File: src/rtl/sram_byte_sequencer.sv
// sram_byte_sequencer
//
// Turns one 16-bit chipset request into one or two byte cycles on an 8-bit
// asynchronous SRAM (21-bit address, 2 MB). Each byte cycle runs
// SETUP -> ACCESS (WAIT_CYCLES cycles) -> RECOVER. The write strobe
// sram_we_n is low only in ACCESS. Address and data are set up one cycle
// before the strobe falls and held one cycle after it rises.
//
// Configuration macro: SRAM_FAST_READ_EN. When it is defined, read bytes
// skip RECOVER. Writes are the same in both builds.
//
// Handshake: the requester raises req together with we/addr/be/wdata.
// The block samples req only in IDLE, and that sampling edge accepts the
// request. ack is a one-cycle pulse that completes the request. While ack
// is high, rdata holds the read result. A requester that still holds req
// one cycle after ack starts a new access.
//
// Ports:
//   clk, reset_n              clock; asynchronous active-low reset
//   req, we, addr, be, wdata  request side (addr = low byte address)
//   rdata, ack, busy          completion side
//   sram_a, sram_d_o,
//   sram_d_oe, sram_we_n      SRAM pins (all registered)
//   sram_d_i                  SRAM data returned from the pad
module sram_byte_sequencer #(
    parameter int WAIT_CYCLES = 2
) (
    input  logic        clk,
    input  logic        reset_n,
    input  logic        req,
    input  logic        we,
    input  logic [20:0] addr,
    input  logic [1:0]  be,
    input  logic [15:0] wdata,
    output logic [15:0] rdata,
    output logic        ack,
    output logic        busy,
    output logic [20:0] sram_a,
    output logic [7:0]  sram_d_o,
    output logic        sram_d_oe,
    input  logic [7:0]  sram_d_i,
    output logic        sram_we_n
);

`ifdef SRAM_FAST_READ_EN
    localparam bit FAST_READ = 1'b1;
`else
    localparam bit FAST_READ = 1'b0;
`endif

    typedef enum logic [2:0] {
        S_IDLE,
        S_SETUP,
        S_ACCESS,
        S_RECOVER,
        S_DONE
    } state_t;

    state_t      state_q;
    logic        we_q;
    logic [20:0] addr_q;
    logic [1:0]  be_q;
    logic [15:0] wdata_q;
    logic        hi_q;       // the current byte cycle is for the high byte
    logic [3:0]  wait_q;     // counts down the remaining ACCESS cycles
    logic [15:0] rdata_q;
    logic        ack_q;
    logic        busy_q;
    logic [20:0] sram_a_q;
    logic [7:0]  sram_d_o_q;
    logic        sram_d_oe_q;
    logic        sram_we_n_q;

    logic [20:0] hi_addr_d;
    logic        more_d;

    // The high byte address wraps naturally at 2^21.
    assign hi_addr_d = addr_q + 21'd1;
    assign more_d    = !hi_q && be_q[1];

    always_ff @(posedge clk or negedge reset_n) begin
        if (!reset_n) begin
            state_q     <= S_IDLE;
            we_q        <= 1'b0;
            addr_q      <= '0;
            be_q        <= '0;
            wdata_q     <= '0;
            hi_q        <= 1'b0;
            wait_q      <= '0;
            rdata_q     <= '0;
            ack_q       <= 1'b0;
            busy_q      <= 1'b0;
            sram_a_q    <= '0;
            sram_d_o_q  <= '0;
            sram_d_oe_q <= 1'b0;
            sram_we_n_q <= 1'b1;
        end else begin
            ack_q <= 1'b0;
            case (state_q)
                S_IDLE: begin
                    if (req) begin
                        we_q    <= we;
                        addr_q  <= addr;
                        be_q    <= be;
                        wdata_q <= wdata;
                        busy_q  <= 1'b1;
                        // Clear the lanes so that bytes not enabled read back as 0x00.
                        if (!we && be != 2'b00) rdata_q <= '0;
                        if (be == 2'b00) begin
                            state_q <= S_DONE;
                            ack_q   <= 1'b1;
                        end else begin
                            hi_q        <= !be[0];
                            sram_a_q    <= be[0] ? addr : addr + 21'd1;
                            if (we) sram_d_o_q <= be[0] ? wdata[7:0] : wdata[15:8];
                            sram_d_oe_q <= we;
                            sram_we_n_q <= 1'b1;
                            state_q     <= S_SETUP;
                        end
                    end
                end
                S_SETUP: begin
                    wait_q  <= 4'(WAIT_CYCLES - 1);
                    if (we_q) sram_we_n_q <= 1'b0;
                    state_q <= S_ACCESS;
                end
                S_ACCESS: begin
                    if (wait_q == 4'd0) begin
                        sram_we_n_q <= 1'b1;
                        if (!we_q) begin
                            if (hi_q) rdata_q[15:8] <= sram_d_i;
                            else      rdata_q[7:0]  <= sram_d_i;
                        end
                        if (FAST_READ && !we_q) begin
                            // Read bytes need no hold time, so go straight to the next byte.
                            if (more_d) begin
                                hi_q     <= 1'b1;
                                sram_a_q <= hi_addr_d;
                                state_q  <= S_SETUP;
                            end else begin
                                state_q <= S_DONE;
                                ack_q   <= 1'b1;
                            end
                        end else begin
                            state_q <= S_RECOVER;
                        end
                    end else begin
                        wait_q <= wait_q - 4'd1;
                    end
                end
                S_RECOVER: begin
                    if (more_d) begin
                        hi_q     <= 1'b1;
                        sram_a_q <= hi_addr_d;
                        if (we_q) sram_d_o_q <= wdata_q[15:8];
                        state_q  <= S_SETUP;
                    end else begin
                        sram_d_oe_q <= 1'b0;
                        state_q     <= S_DONE;
                        ack_q       <= 1'b1;
                    end
                end
                S_DONE: begin
                    busy_q  <= 1'b0;
                    state_q <= S_IDLE;
                end
                default: state_q <= S_IDLE;
            endcase
        end
    end

    assign rdata     = rdata_q;
    assign ack       = ack_q;
    assign busy      = busy_q;
    assign sram_a    = sram_a_q;
    assign sram_d_o  = sram_d_o_q;
    assign sram_d_oe = sram_d_oe_q;
    assign sram_we_n = sram_we_n_q;

endmodule

File: config.mk
export PLATFORM = sky130hd
export DESIGN_NAME = sram_byte_sequencer
export DESIGN_NICKNAME = d
export VERILOG_FILES = /design/src/rtl/sram_byte_sequencer.sv
export SDC_FILE = /design/constraint.sdc
export NUM_CORES = 1
export LEC_CHECK = 0
export ABC_AREA = 1
export BUFFER_PORTS_ARGS = -buffer_cell sky130_fd_sc_hd__buf_2
export CAP_MARGIN = 20
export CORE_UTILIZATION = 43
export DETAILED_ROUTE_END_ITERATION = 6
export HOLD_SLACK_MARGIN = 0.03
export PLACE_DENSITY = 0.65
export SYNTH_ARGS = -nofsm -noshare
export SYNTH_HDL_FRONTEND = slang
export SYNTH_SLANG_ARGS = --single-unit
export TNS_END_PERCENT = 50
File: constraint.sdc
create_clock -name clk -period 1.9 [get_ports clk]
set_clock_uncertainty 0.2 [all_clocks]
set_input_delay 0 -clock clk [delete_from_list [all_inputs] [get_ports clk]]
set_output_delay 0 -clock clk [all_outputs]
set_load 0.1 [all_outputs]
==> results.py, run 1 <==
metrics = {
    "layout": {
        "layout-drive-gt1-share": 0.235,
        "layout.nets": 871,
        "postLayoutCoreUtil": 0.596,
        "fillerInstances": 1032,
        "fin_area_mm2": 0.00652,
        "seq_area_mm2": 0.00221,
        "area_growth_pct": 33.9,
        "multi_input_area_mm2": 0.00240,
        "antenna_cells": 0,
    },
    "setup_path": {
        "cp_data_arrival_time_ns": 1.87,
        "reg2regPathDepth": 8,
        "r2r-start": "state_q[2]",
        "cp.required_ns": 1.95,
        "crit_chain": "dlygate4sd3_1 > buf_2 > buf_4 > nor2_1 > inv_1 > a31oi_1 > nor2_4 > nand2_4 > nand2_1 > o21ai_1",
        "crit_buf_inv": 4,
        "crit_path_start_kind": "input port",
        "path_class": "input port to flop",
        "reg2reg_to": "sram_a[9]",
        "rrSetupSlack_ns": 0.09,
        "endpoint_kind": "flop",
        "slowest_stage": "dlygate4sd3_1",
        "crit_family": "buffers and inverters",
        "critPathMaxFanout": 8,
        "slowest_delay_ns": 0.56,
    },
    "drt": {
        "m1WireLength_mm": 6.48,
        "drt_first_iter_violations": 305,
        "met3RoutedLength_um": 773,
        "highest_layer": "met4",
        "wl_mm": 14.1,
        "ant_nets": 0,
        "wl_met2_mm": 6.35,
        "drc": 0,
        "first_pass_iters": 5,
        "vias_per_cell": 5.22,
        "wl_per_cell_um": 14.6,
        "vias": 5021,
    },
    "place": {
        "dp.final_hpwl_mm": 9.78,
        "place.gp.congestion": 0.854,
        "dp_slack_ns": 0.0581,
        "placed_area_mm2": 0.00562,
        "port_buffers": 99,
    },
    "logic_synthesis": {
        "synthFlopType": "dfrtp_1",
        "yosysSeqAreaShare": 0.453,
        "yosys.area.top_type": "dfrtp_1",
        "synth_commonest_cells": "nand2_1, dfrtp_1, nor2_1",
        "synth_area_per_cell_um2": 7.45,
        "synth_most_common_cell": "nand2_1",
        "yosys_warnings": 0,
        "synth_area_leaders": "dfrtp_1, nand2_1, nand3_1",
        "async_reset_ff_frac": 1.00,
        "synth_edf_count": 0,
        "synth.net_count": 708,
        "ys_ff_latch": 88,
        "synth_top_area_frac": 0.447,
        "syn_area_mm2": 0.00487,
        "ys_types": 38,
        "syn_inst": 653,
    },
    "clock_network": {
        "cts_made_buffers": 9,
        "clk_latency_ns": 0.34,
        "cts_tree": "built",
        "cts-htree-levels": 3,
        "clockBufferDepth": 2,
        "clock-sinks": 88,
        "cts-root-buf": "clkbuf_16",
        "clk_pin_slew_worst_paths_ns": 0.06,
    },
    "min_path": {
        "hold-path-cell-count": 4,
        "hold_class": "input port to flop",
        "hold_path_end": "wdata_q[12]",
        "holdCritStartpoint": "wdata[12]",
    },
    "timing": {
        "timing.final.crit_share": 0.956,
        "rsz0062_at_grt": "yes",
        "fmax_mhz": 551,
        "hold_viol_final": 0,
        "drv_slew": 0,
        "period_minus_slack_ns": 1.82,
        "tightest_slew_ns": 0.531,
        "setup_ws_ns": 0.0840,
        "setup_viol": 0,
        "slew_headroom": 0.649,
    },
    "outcome": {
        "outcome": "complete, no violations",
    },
    "floorplanning": {
        "rows": 38,
        "core_mm2": 0.0109,
        "start_util": 0.445,
        "die_y_um": 108,
        "ios": 100,
        "die_w_um": 108,
        "dieArea_mm2": 0.0117,
    },
    "job": {
        "drv_cap": 0,
    },
    "grt": {
        "first_global_vias": 4848,
        "grt_max_degree": 43,
        "grt_antenna_before_repair": 0,
        "track_usage": 0.250,
        "grt_first_pass_wirelength_mm": 22.7,
        "overflow": 0,
    },
    "power": {
        "ir_worst_vdd_v": 0.00139,
        "static-leakage-power_uw": 0.00324,
        "p_per_area_mw_per_mm2": 1930,
    },
}
## final cells by class
type                       count  share of cell area
clock buffer                  10              0.0367
clock inverter                 6             0.00538
inverter                      54              0.0315
multi-input combinational    489               0.368
sequential                    88               0.339
tap                          140              0.0269
timing repair buffer         174               0.192
## where the power goes
group	leakage, uW	internal (uW)	switching (uW)
Clock	0.000134	912	728
Combinational	0.00202	1810	5740
Sequential	0.00109	2750	648
Total	0.00324	5460	7120
## repair_timing
action,4_1_cts,5_1_grt
hold buffers,52,0
endpoints found under the hold margin,167,0
setup buffers,0,1
gates resized for setup,0,27
endpoints found under the setup margin,0,31
## cells in the final DEF, fill, tap and decap left out, types with 6 or more instances in the layout
cell | synthesis | routed
o21ai_0 | 48 | 46
dlygate4sd3_1 | 0 | 51
o21ai_1 | 18 | 20
nor2_1 | 58 | 53
buf_2 | 8 | 97
inv_2 | 5 | 7
inv_1 | 49 | 46
nand4_1 | 9 | 9
nand3_1 | 55 | 55
nand2_1 | 215 | 212
xor2_1 | 10 | 10
a21oi_1 | 18 | 18
nor3_1 | 6 | 6
clkbuf_16 | 0 | 9
nand2_4 | 1 | 6
nand2_2 | 7 | 7
buf_4 | 2 | 21
dfrtp_1 | 87 | 83
a31o_2 | 8 | 8
## cells by family after synthesis
kind of cell             after synthesis  share of synthesized area
AND/OR/NAND/NOR                      366                      0.325
AO/OA/AOI/OAI                        103                      0.117
flip-flops                            88                      0.453
buffers and inverters                 78                     0.0684
XOR/XNOR                              12                     0.0216
adder cells (fa/ha/maj)                4                     0.0103
multiplexers                           2                    0.00463
## metrics by stage
step	hold WS, ns	instances	total power (uW)	setup TNS [ns]
2_1_floorplan	-0.496	653	9080	0
3_3_place_gp	-0.243	890	10500	0
3_5_place_dp	-0.246	890	10600	0
4_1_cts	0.243	958	12400	0
5_1_grt	0.279	961	13400	-0.121
6_report	0.257	961	12600	0
## state kept, by name, indices dropped and copies added, names as in the netlist, 3 cells and up
| signal | count |
|---|---|
| addr_q | 21 |
| rdata | 16 |
| sram_a | 21 |
| sram_d_o | 8 |
| state_q | 3 |
| wait_q | 4 |
| wdata_q | 8 |
## worst max-delay path by stage
| stage | end | slack [ns] | start | cells after the start |
|---|---|---|---|---|
| after floorplan | rdata[1] | 0.20 | wait_q[0] | 10 |
| after global placement | rdata[0] | 0.17 | wait_q[0] | 9 |
| after detailed placement | rdata[1] | 0.06 | state_q[1] | 9 |
| after CTS | sram_a[10] | 0.03 | addr[0] | 12 |
| after global routing | sram_a[9] | -0.05 | state_q[2] | 8 |
| final | rdata[7] | 0.08 | be[0] | 10 |
## worst register-to-register path, delay by kind of cell, from the launching register on
family | cells | cell delay (ns)
flops | 1 | 0.41
compound gates | 1 | 0.14
simple gates | 4 | 0.53
buf+inv | 3 | 0.45
## routing by layer
metal	GRT usage	vias up
li1	-	2452
met1	0.332	2337
met2	0.394	186
met3	0.0530	46
met4	0.106	0
met5	0	-
Power figures use the tool's default switching activity.
==> run 2, diff against run 1 <==
Settings changed: MAX_ROUTING_LAYER from default to met4.
==> run 2 against run 1 <==
- non-clock buffer count unchanged
- highest routed layer unchanged
- largest cell class unchanged
- utilization did not move
- sequential share of layout area did not move
==> results.py, run 2 (synthesis results as in run 1) <==
metrics = {
    "outcome": {
        "outcome": "complete, no violations",
    },
    "place": {
        "port_buffers": 99,
        "dp.final_hpwl_mm": 9.78,
        "place.gp.congestion": 0.868,
        "dp_slack_ns": 0.0581,
    },
    "drt": {
        "vias_per_cell": 5.20,
        "highest_layer": "met4",
        "met3RoutedLength_um": 780,
        "wl_met2_mm": 6.38,
        "wl_per_cell_um": 14.7,
        "drc": 0,
        "drt_first_iter_violations": 344,
        "first_pass_iters": 5,
        "wl_mm": 14.2,
        "m1WireLength_mm": 6.55,
        "vias": 4996,
        "ant_nets": 0,
    },
    "layout": {
        "antenna_cells": 0,
        "layout-drive-gt1-share": 0.235,
        "final_common_cell": "nand2_1",
        "fillerInstances": 1032,
        "final_cell_mix": "nand2_1, buf_2, dfrtp_1",
        "area_growth_pct": 33.9,
        "postLayoutCoreUtil": 0.596,
        "layout.nets": 871,
    },
    "clock_network": {
        "cts-root-buf": "clkbuf_16",
        "clk_pin_slew_worst_paths_ns": 0.06,
        "cts_tree": "built",
        "cts_made_buffers": 9,
        "clock-sinks": 88,
        "clk_latency_ns": 0.34,
        "cts-htree-levels": 3,
        "clockBufferDepth": 2,
    },
    "timing": {
        "slew_headroom": 0.649,
        "final.setup.tns_ns": 0,
        "hold_ws_ns": 0.262,
        "setup_ws_ns": 0.0642,
        "period_minus_slack_ns": 1.84,
        "tightest_slew_ns": 0.530,
        "setup_viol": 0,
        "fmax_mhz": 545,
        "rsz0062_at_grt": "yes",
        "drv_slew": 0,
        "timing.final.crit_share": 0.966,
        "hold_viol_final": 0,
    },
    "grt": {
        "grt_first_pass_wirelength_mm": 22.7,
        "track_usage": 0.257,
        "first_global_vias": 4862,
        "grt_antenna_before_repair": 0,
        "grt_max_degree": 43,
        "overflow": 0,
    },
    "setup_path": {
        "crit_chain": "dlygate4sd3_1 > buf_2 > buf_4 > nor2_1 > inv_1 > a31oi_1 > nor2_4 > nand2_4 > nand2_1 > o21ai_1",
        "critPathMaxFanout": 8,
        "cp_data_arrival_time_ns": 1.89,
        "path_class": "input port to flop",
        "cp.required_ns": 1.95,
        "crit_path_start_kind": "input port",
        "endpoint_kind": "flop",
        "slowest_delay_ns": 0.57,
        "slowest_stage": "dlygate4sd3_1",
    },
    "job": {
        "drv_cap": 0,
    },
    "floorplanning": {
        "die_y_um": 108,
        "die_w_um": 108,
        "start_util": 0.445,
        "ios": 100,
        "rows": 38,
        "core_mm2": 0.0109,
        "dieArea_mm2": 0.0117,
    },
    "power": {
        "static-leakage-power_uw": 0.00324,
        "total_power_uw": 12600,
        "p_per_area_mw_per_mm2": 1930,
        "ir_worst_vdd_v": 0.00139,
    },
    "min_path": {
        "hold_class": "input port to flop",
    },
}
run 2: cell counts in the layout (fill, tap and decap cells not counted):
Identical to the previous run, type by type.
run 2: path summary, 6_finish.rpt:
check,startpoint,end,slack (ns),cells after the start
max reg2reg,state_q[2],sram_a[9],0.09,8
max,be[0],rdata[7],0.06,10
min in group asynchronous,reset_n,rdata[10],0.54,4
min reg2reg,sram_a[15],sram_a[15],0.28,2
max in group asynchronous,reset_n,sram_we_n,0.68,4
min,wdata[12],wdata_q[12],0.26,4
run 2: where the power goes:
| group | internal (uW) | switching [uW] | total [uW] | leakage, uW |
|---|---|---|---|---|
| clock | 912 | 727 | 1640 | 0.000134 |
| sequential | 2750 | 653 | 3400 | 0.00109 |
| combinational | 1800 | 5740 | 7540 | 0.00202 |
run 2: per-stage QoR:
| step | cell area [um2] | instances |
|---|---|---|
| floorplan | 4870 | 653 |
| global placement | 5620 | 890 |
| detailed placement | 5620 | 890 |
| CTS | 6430 | 958 |
| global route | 6520 | 961 |
| finish | 6520 | 961 |
run 2: per-layer routing:
layer  global-route usage  up-vias
met2                0.397      192
met3               0.0524       41
met5                    -        -
met4                0.105        0
li1                     -     2456
met1                0.330     2307
run 2: repair_timing:
action	4_1_cts	5_1_grt
hold endpoints to repair	167	0
gates resized for setup	0	27
hold buffers	52	0
setup endpoints to repair	0	30
buffers inserted	0	1
run 2: cell type report:
class,count,area (um2),share of cell area
Timing Repair Buffer,174,1250,0.192
Clock buffer,10,239,0.0367
Multi-Input combinational cell,489,2400,0.368
Clock inverter,6,35.0,0.00538
Inverter,54,205,0.0315
Sequential cell,88,2210,0.339
Tap cell,140,175,0.0269
run 2: critical path: cells and delay by family:
kind,cells,cell delay (ns)
AO/OA/AOI/OAI,2,0.38
AND/OR/NAND/NOR,4,0.51
buffers and inverters,4,1.02
